$ cat config.mk
export PLATFORM = sky130hd
export DESIGN_NAME = bam_seq_ctrl
export DESIGN_NICKNAME = d
export VERILOG_FILES = /design/src/rtl/bam_seq_ctrl.sv
export SDC_FILE = /design/constraint.sdc
export NUM_CORES = 1
export LEC_CHECK = 0
export CAP_MARGIN = 20
export CORE_ASPECT_RATIO = 0.7
export CORE_UTILIZATION = 35
export CTS_CLUSTER_SIZE = 25
export DETAILED_ROUTE_END_ITERATION = 6
export GPL_TIMING_DRIVEN = 0
export SETUP_SLACK_MARGIN = 0.05
export SKIP_CTS_REPAIR_TIMING = 1
export SYNTH_ARGS = -nofsm -noshare
export SYNTH_HDL_FRONTEND = slang
export SYNTH_SLANG_ARGS = --single-unit
$ cat constraint.sdc
create_clock -name clk -period 6 [get_ports clk]
set_input_delay 0.6 -clock clk [delete_from_list [all_inputs] [get_ports clk]]
set_output_delay 0.6 -clock clk [all_outputs]
set_load 0.005 [all_outputs]
$ cat src/rtl/bam_seq_ctrl.sv
// bam_seq_ctrl: row-serial broken-array (BAM) 8x8 multiplier controller.
// Optional macro BAM_SEQ_EXACT_EN adds an 'exact' input that forces a full product.
`default_nettype none

module bam_seq_ctrl #(
  parameter int H = 5,
  parameter int V = 11
) (
  input  logic        clk,
  input  logic        rst,
  input  logic        in_valid,
  output logic        in_ready,
  input  logic [7:0]  a,
  input  logic [7:0]  b,
`ifdef BAM_SEQ_EXACT_EN
  input  logic        exact,
`endif
  output logic        out_valid,
  input  logic        out_ready,
  output logic [15:0] out,
  output logic        busy
);

  typedef enum logic [1:0] {
    S_IDLE = 2'd0,
    S_RUN  = 2'd1,
    S_DONE = 2'd2
  } state_t;

  localparam logic [2:0] ROW_START = 3'(H);

  state_t      state;
  logic [7:0]  a_r;
  logic [7:0]  b_r;
  logic        exact_r;
  logic [2:0]  row;
  logic [15:0] acc;

  logic        exact_in;
  logic [7:0]  mask;
  logic [7:0]  row_bits;
  logic [15:0] row_term;
  logic [15:0] acc_next;

`ifdef BAM_SEQ_EXACT_EN
  assign exact_in = exact;
`else
  assign exact_in = 1'b0;
`endif

  // Bit i of the current row survives only when its weight i+row reaches the vertical cut.
  always_comb begin
    mask = '0;
    for (int i = 0; i < 8; i++) begin
      mask[i] = exact_r || ((i + int'(row)) >= V);
    end
  end

  assign row_bits = b_r[row] ? (a_r & mask) : 8'd0;
  assign row_term = {8'd0, row_bits} << row;
  assign acc_next = acc + row_term;

  always_ff @(posedge clk) begin
    if (rst) begin
      state     <= S_IDLE;
      a_r       <= '0;
      b_r       <= '0;
      exact_r   <= 1'b0;
      row       <= '0;
      acc       <= '0;
      out       <= '0;
      out_valid <= 1'b0;
      busy      <= 1'b0;
      in_ready  <= 1'b1;
    end else begin
      case (state)
        S_IDLE: begin
          if (in_valid) begin
            a_r      <= a;
            b_r      <= b;
            exact_r  <= exact_in;
            acc      <= '0;
            row      <= exact_in ? 3'd0 : ROW_START;
            state    <= S_RUN;
            in_ready <= 1'b0;
            busy     <= 1'b1;
          end
        end
        S_RUN: begin
          acc <= acc_next;
          row <= row + 3'd1;
          if (row == 3'd7) begin
            state     <= S_DONE;
            out       <= acc_next;
            out_valid <= 1'b1;
          end
        end
        S_DONE: begin
          // Result is held until the consumer takes it; no new operands meanwhile.
          if (out_ready) begin
            state     <= S_IDLE;
            out       <= '0;
            out_valid <= 1'b0;
            busy      <= 1'b0;
            in_ready  <= 1'b1;
          end
        end
        default: begin
          state     <= S_IDLE;
          out       <= '0;
          out_valid <= 1'b0;
          busy      <= 1'b0;
          in_ready  <= 1'b1;
        end
      endcase
    end
  end

endmodule

`default_nettype wire

==> out/metrics.yaml, run 1 <==
clock_network:
  numCtsBuffers: 5
  clkLatencyLatePin_ns: 0.31
  cts.reportedPaths.clkPinSlew_ns: 0.08
  numClockSinks: 55
  cts_tree: "done"
  max-clock-path-buffers: 2
  cts_max_level: 2
  cts.root.buffer_cell: "clkbuf_16"
synthesis:
  synthAdderAreaFrac_pct: 11.2
  yosysWarnings: 0
  post_synth_num_cell_types: 56
  ys.flop_type: "dfxtp_1"
  synth_area_leader_cell: "dfxtp_1"
  synth_nets: 430
  synthArstFlopShare_pct: 0
  netlist_area_mm2: 0.00319
  synth.ff_latch_count: 55
  synthCells: 382
  synth-compound-area-share_pct: 25.6
  synth_area_leaders: "dfxtp_1, ha_1, a21oi_1"
  yosysTopAreaCellShare_pct: 34.5
  synth.yosys.seq_area_share_pct: 34.5
  synth_top_family_by_area: "compound AO/OA/AOI/OAI gates"
  synth-simple-area-share_pct: 18.4
  synth_xor_area_share_pct: 3.84
  synth_edf_count: 0
  synth_area_per_cell_um2: 8.35
  synthMuxAreaShare_pct: 2.08
final_layout:
  fin_nets: 473
  diodes: 0
  final_util_pct: 44.7
  drive_gt1_share_pct: 6.10
  area_delta_synth_final_pct: 21.3
  final_area_mm2: 0.00387
  fin_cells: 546
power:
  p_leak_nw: 1.51
  vdd_drop_max_mv: 0.159
  powerDensity_mw_per_mm2: 217
  finalPower_mw: 0.840
route:
  via_per_inst: 5.29
  ant_nets: 0
  drt_iter0_drc: 291
  dr.pass1.iters: 4
  wl_per_cell_um: 14.9
  vias: 2888
  drc: 0
  totalWireLength_um: 8160
place:
  hpwl_um: 6280
  dp.cells: 538
  gp_congestion: 0.865
  port_buffers: 36
  preCtsSetupSlack_ns: 1.72
  dpl_cell_area_mm2: 0.00370
hold_path:
  hold_path.class: "reg2reg"
worst_setup_path:
  cp-end-kind: "register"
  cp_top_family: "compound AO/OA/AOI/OAI gates"
  critPathLaunchType: "register"
  crit_chain: "buf_2 -> clkinv_1 -> ha_1 -> xnor2_1 -> o221ai_1 -> mux2_2 -> a211oi_1 -> a22o_1 -> ha_1 -> clkbuf_1 -> a21o_1 -> a21oi_1 -> o211ai_1 -> a31oi_1 -> xor2_1 -> o21ai_0"
  timing.critical_path.buf_inv: 3
  path_common_cell: "ha_1"
  worstPathRequired_ns: 6.19
  crit_path_top_delay_cell: "dfxtp_1"
  critPathKind: "reg2reg"
  arrival_ns: 4.55
  slowest_delay_ns: 0.47
  path_max_fanout: 13
die:
  start_util_pct: 36.9
  core_area_mm2: 0.00865
  ios: 39
  die_w_um: 116
  die_area_mm2: 0.00951
  die_h_um: 81.9
  rows: 28
global_routing:
  grt_pass1_vias: 2700
  grt_overflow: 0
  grt_start_max_net_pins: 18
  grt_pass1_wl_um: 13600
  grtUsageTotal_pct: 18.8
  antenna_found_initial: 0
timing:
  rsz0062_at_grt: "false"
  drv_slew: 0
  tightest_slew_ns: 0.860
  post-route-period-util_pct: 72.8
  hold_viol: 0
  fin_crit_ns: 4.37
  fmax_mhz: 229
  setup-tns-final_ns: 0
  skew_ns: 0.0143
  finalSetupViolations: 0
  setup_slack_ns: 1.63
  relSlewSlack_pct: 42.2
  whs_ns: 0.453
flow_run:
  cap_violations: 0
outcome:
  status: "complete, no violations"
cells by family (layout without fill, tap and decap cells):
logic type | after synthesis | count (layout)
other | 1 | 1
buffers and inverters | 30 | 74
DFF | 55 | 55
AOI/OAI and AO/OA | 117 | 117
muxes | 4 | 4
xor gates and xnor gates | 14 | 14
adders and majority gates | 28 | 28
and+or+nand+nor | 133 | 133
routing by layer:
layer  vias up  track usage (%)  wire length [um]  part of all wire, %
met2        70             28.2              3350                   41
met5         -                0                 0                    0
met1      1341             27.0              4260                   52
met4         0             5.38               104                  1.3
li1       1468                -                 -                    -
met3         9             3.91               445                  5.5
Yosys cell counts, types with 2 or more instances:
cell type / instances
or2_2: 2
buf_2: 3
a211oi_1: 5
clkbuf_1: 17
nor2_1: 32
nor3_1: 6
buf_6: 2
mux4_2: 2
and2_1: 2
xnor2_1: 8
o211ai_1: 3
a22o_1: 7
a21o_1: 8
o31ai_1: 5
a21oi_1: 47
a22oi_1: 8
dfxtp_1: 55
clkinv_1: 2
ha_1: 27
a31oi_1: 4
xor2_1: 6
nand3_1: 19
o2111ai_1: 3
nand2_1: 57
o21ai_0: 7
a32o_1: 5
and3_1: 3
nand4_1: 2
inv_1: 4
nand2b_1: 5
flip-flops by register name (all words and copies together) (netlist names):
signal,cells
a_r,7
acc,16
b_r,8
busy,1
in_ready,1
out,16
out_valid,1
row,3
state,2
cell usage in the layout (no fill, tap or decap), types with 6 or more instances in the layout:
cell | netlist | layout
nand2_1 | 57 | 57
dfxtp_1 | 55 | 55
a21oi_1 | 47 | 47
clkdlybuf4s50_1 | 0 | 36
nor2_1 | 32 | 32
ha_1 | 27 | 27
nand3_1 | 19 | 19
clkbuf_1 | 17 | 18
xnor2_1 | 8 | 8
a21o_1 | 8 | 8
a22oi_1 | 8 | 8
o21ai_0 | 7 | 7
a22o_1 | 7 | 7
xor2_1 | 6 | 6
nor3_1 | 6 | 6
path summary, 6_finish.rpt:
path / start / endpoint / slack [ns] / cells after the start
hold reg to reg: b_r[2] / b_r[2] / 0.45 / 2
hold / removal: b_r[2] / b_r[2] / 0.45 / 2
setup reg to reg: row[1] / acc[13] / 1.63 / 16
setup / recovery: row[1] / acc[13] / 1.63 / 16
worst min-delay path, delay by kind of cell (launching register included):
kind             cells  cell delay (ns)
flip-flops           1             0.31
AO/OA/AOI/OAI        1             0.05
AND/OR/NAND/NOR      1             0.05
where the power goes:
group | internal [mW] | total [mW] | switching, mW
Combinational | 0.0444 | 0.116 | 0.0712
Sequential | 0.376 | 0.387 | 0.0107
Clock | 0.199 | 0.337 | 0.138
Total | 0.619 | 0.840 | 0.220
final cells by class:
class	count	area [um^2]
Fill cell	874	4780
Multi-Input combinational cell	297	1950
Sequential cell	55	1100
Timing Repair Buffer	36	360
Tap cell	120	150
Clock buffer	6	129
Buffer	24	113
Clock inverter	2	38.8
Inverter	6	22.5
(Power assumes the default switching activity.)
==> inputs of run 2 (changes only) <==
Clock period 6 ns to 3.8 ns, I/O delays scaled along.
==> run 2 against run 1 <==
  * Combinational power rose by 100%
  * Global-route usage did not move
  * Critical path depth fell by 2
  * Die area did not move
  * Register-to-register slack got worse by 1.5 ns
  * Core utilization rose by 4.2 points
  * Routed wire length rose by 6.4%
  * Fmax rose by 21%
  * Sequential share of layout area fell by 2.2 points
  * Worst setup slack got worse by 1.5 ns
  * Sequential cell count did not move
  * Critical path type unchanged
  * Largest power group unchanged
==> out/metrics.yaml, run 2 (synthesized netlist as in run 1, its figures left out) <==
outcome:
  status: "complete, no violations"
die:
  core_area_mm2: 0.00865
  die_area_mm2: 0.00951
  die_h_um: 81.9
  die_w_um: 116
  rows: 28
  start_util_pct: 36.9
  ios: 39
route:
  dr.pass1.iters: 4
  ant_nets: 0
  wl_per_cell_um: 15.3
  drc: 0
  vias: 2995
  totalWireLength_um: 8680
  via_per_inst: 5.29
  drt_iter0_drc: 241
power:
  p_leak_nw: 1.62
  vdd_drop_max_mv: 0.260
  powerDensity_mw_per_mm2: 326
global_routing:
  antenna_found_initial: 0
  grt_overflow: 0
  grt_start_max_net_pins: 18
  grt_pass1_wl_um: 13600
  grtUsageTotal_pct: 18.8
  grt_pass1_vias: 2700
clock_network:
  max-clock-path-buffers: 2
  clkLatencyLatePin_ns: 0.31
  numClockSinks: 55
  numCtsBuffers: 5
  cts.reportedPaths.clkPinSlew_ns: 0.08
  cts.root.buffer_cell: "clkbuf_16"
  cts_max_level: 2
  cts_tree: "done"
final_layout:
  mostFrequentLayoutCell: "nand2_1"
  fin_nets: 493
  layout_common_cells: "nand2_1, dfxtp_1, a21oi_1"
  area_delta_synth_final_pct: 32.7
  diodes: 0
  drive_gt1_share_pct: 17.0
  reg_top3: "acc (16), out (16), b_r (8)"
place:
  port_buffers: 36
  hpwl_um: 6280
  gp_congestion: 0.865
worst_setup_path:
  crit_path_top_delay_cell: "mux4_2"
  cp-end-kind: "register"
  crit_chain: "mux4_2 -> and2_1 -> a21oi_4 -> a21oi_2 -> a22oi_2 -> a21oi_1 -> ha_1 -> buf_6 -> and3_4 -> a221oi_4 -> o211ai_1 -> a31oi_1 -> xor2_1 -> o31ai_1"
  path_max_fanout: 8
  worstReg2RegEnd: "out[13]"
  slowest_delay_ns: 0.56
  arrival_ns: 3.81
  r2r-start: "row[0]"
  timing.critical_path.buf_inv: 1
  worstPathRequired_ns: 3.98
  r2r_slack_ns: 0.18
  r2r_cells: 14
  critPathLaunchType: "register"
  cp_top_family: "compound AO/OA/AOI/OAI gates"
  critPathKind: "reg2reg"
timing:
  fin_crit_ns: 3.62
  tightest_slew_ns: 0.880
  fmax_mhz: 276
  setup-tns-final_ns: 0
  finalSetupViolations: 0
  rsz0062_at_grt: "false"
  skew_ns: 0.0159
  whs_ns: 0.453
  relSlewSlack_pct: 41.1
  drv_slew: 0
  hold_viol: 0
  post-route-period-util_pct: 95.3
flow_run:
  cap_violations: 0
hold_path:
  hold_end: "b_r[2]"
  min_from: "b_r[2]"
  hold_depth: 2
  hold_path.class: "reg2reg"
==> run 2: worst register-to-register path: stages, from the launching register on <==
cell and delay (ns):
dfxtp_4 0.39, mux4_2 0.56, and2_1 0.24, a21oi_4 0.22
a21oi_2 0.09, a22oi_2 0.21, a21oi_1 0.11, ha_1 0.29
buf_6 0.15, and3_4 0.15, a221oi_4 0.33, o211ai_1 0.14
a31oi_1 0.25, xor2_1 0.29, o31ai_1 0.10
==> run 2: how the worst max path moves through the flow <==
stage	startpoint	endpoint	slack [ns]	cells past startpoint
CTS	row[1]	out[14]	-0.50	16
finish	row[0]	out[13]	0.18	14
detailed placement	row[1]	out[14]	-0.48	16
global placement	row[1]	acc[14]	-0.42	16
global route	row[0]	out[15]	0.02	18
floorplan	row[1]	acc[14]	0.14	16
==> run 2: per-layer routing <==
metal / track usage [%] / share of wire [%] / vias to the layer above
met5: 0 / 0 / -
met1: 27.0 / 50 / 1403
li1: - / - / 1499
met2: 28.2 / 42 / 83
met4: 5.38 / 1.5 / 0
met3: 3.91 / 6.2 / 10
==> run 2: through the flow <==
stage               setup slack [ns]  std cells  power [mW]  area, um^2  util (%)
finish                         0.178        566        1.38        4230      48.9
detailed placement            -0.482        538       0.805        3700      42.8
global route                  0.0202        566        1.44        4230      48.9
floorplan                      0.138        382       0.739        3190         -
global placement              -0.420        538       0.801        3700      42.8
CTS                           -0.498        546        1.33        3870      44.7
==> run 2: power breakdown <==
| group | switching [mW] | total (mW) | internal [mW] |
|---|---|---|---|
| logic | 0.131 | 0.233 | 0.101 |
| registers | 0.0188 | 0.613 | 0.594 |
| clock network | 0.220 | 0.534 | 0.314 |
| total | 0.371 | 1.38 | 1.01 |
==> run 2: final cells by class <==
| cell class | count | area [um^2] |
|---|---|---|
| plain buffers | 23 | 129 |
| clock buffers | 6 | 129 |
| clock inverters | 2 | 38.8 |
| fillers | 835 | 4420 |
| inverters | 6 | 33.8 |
| multi-input cells | 297 | 2120 |
| flip-flops and latches | 55 | 1110 |
| well taps | 120 | 150 |
| repair buffers | 56 | 518 |
| repair inverters | 1 | 5.00 |
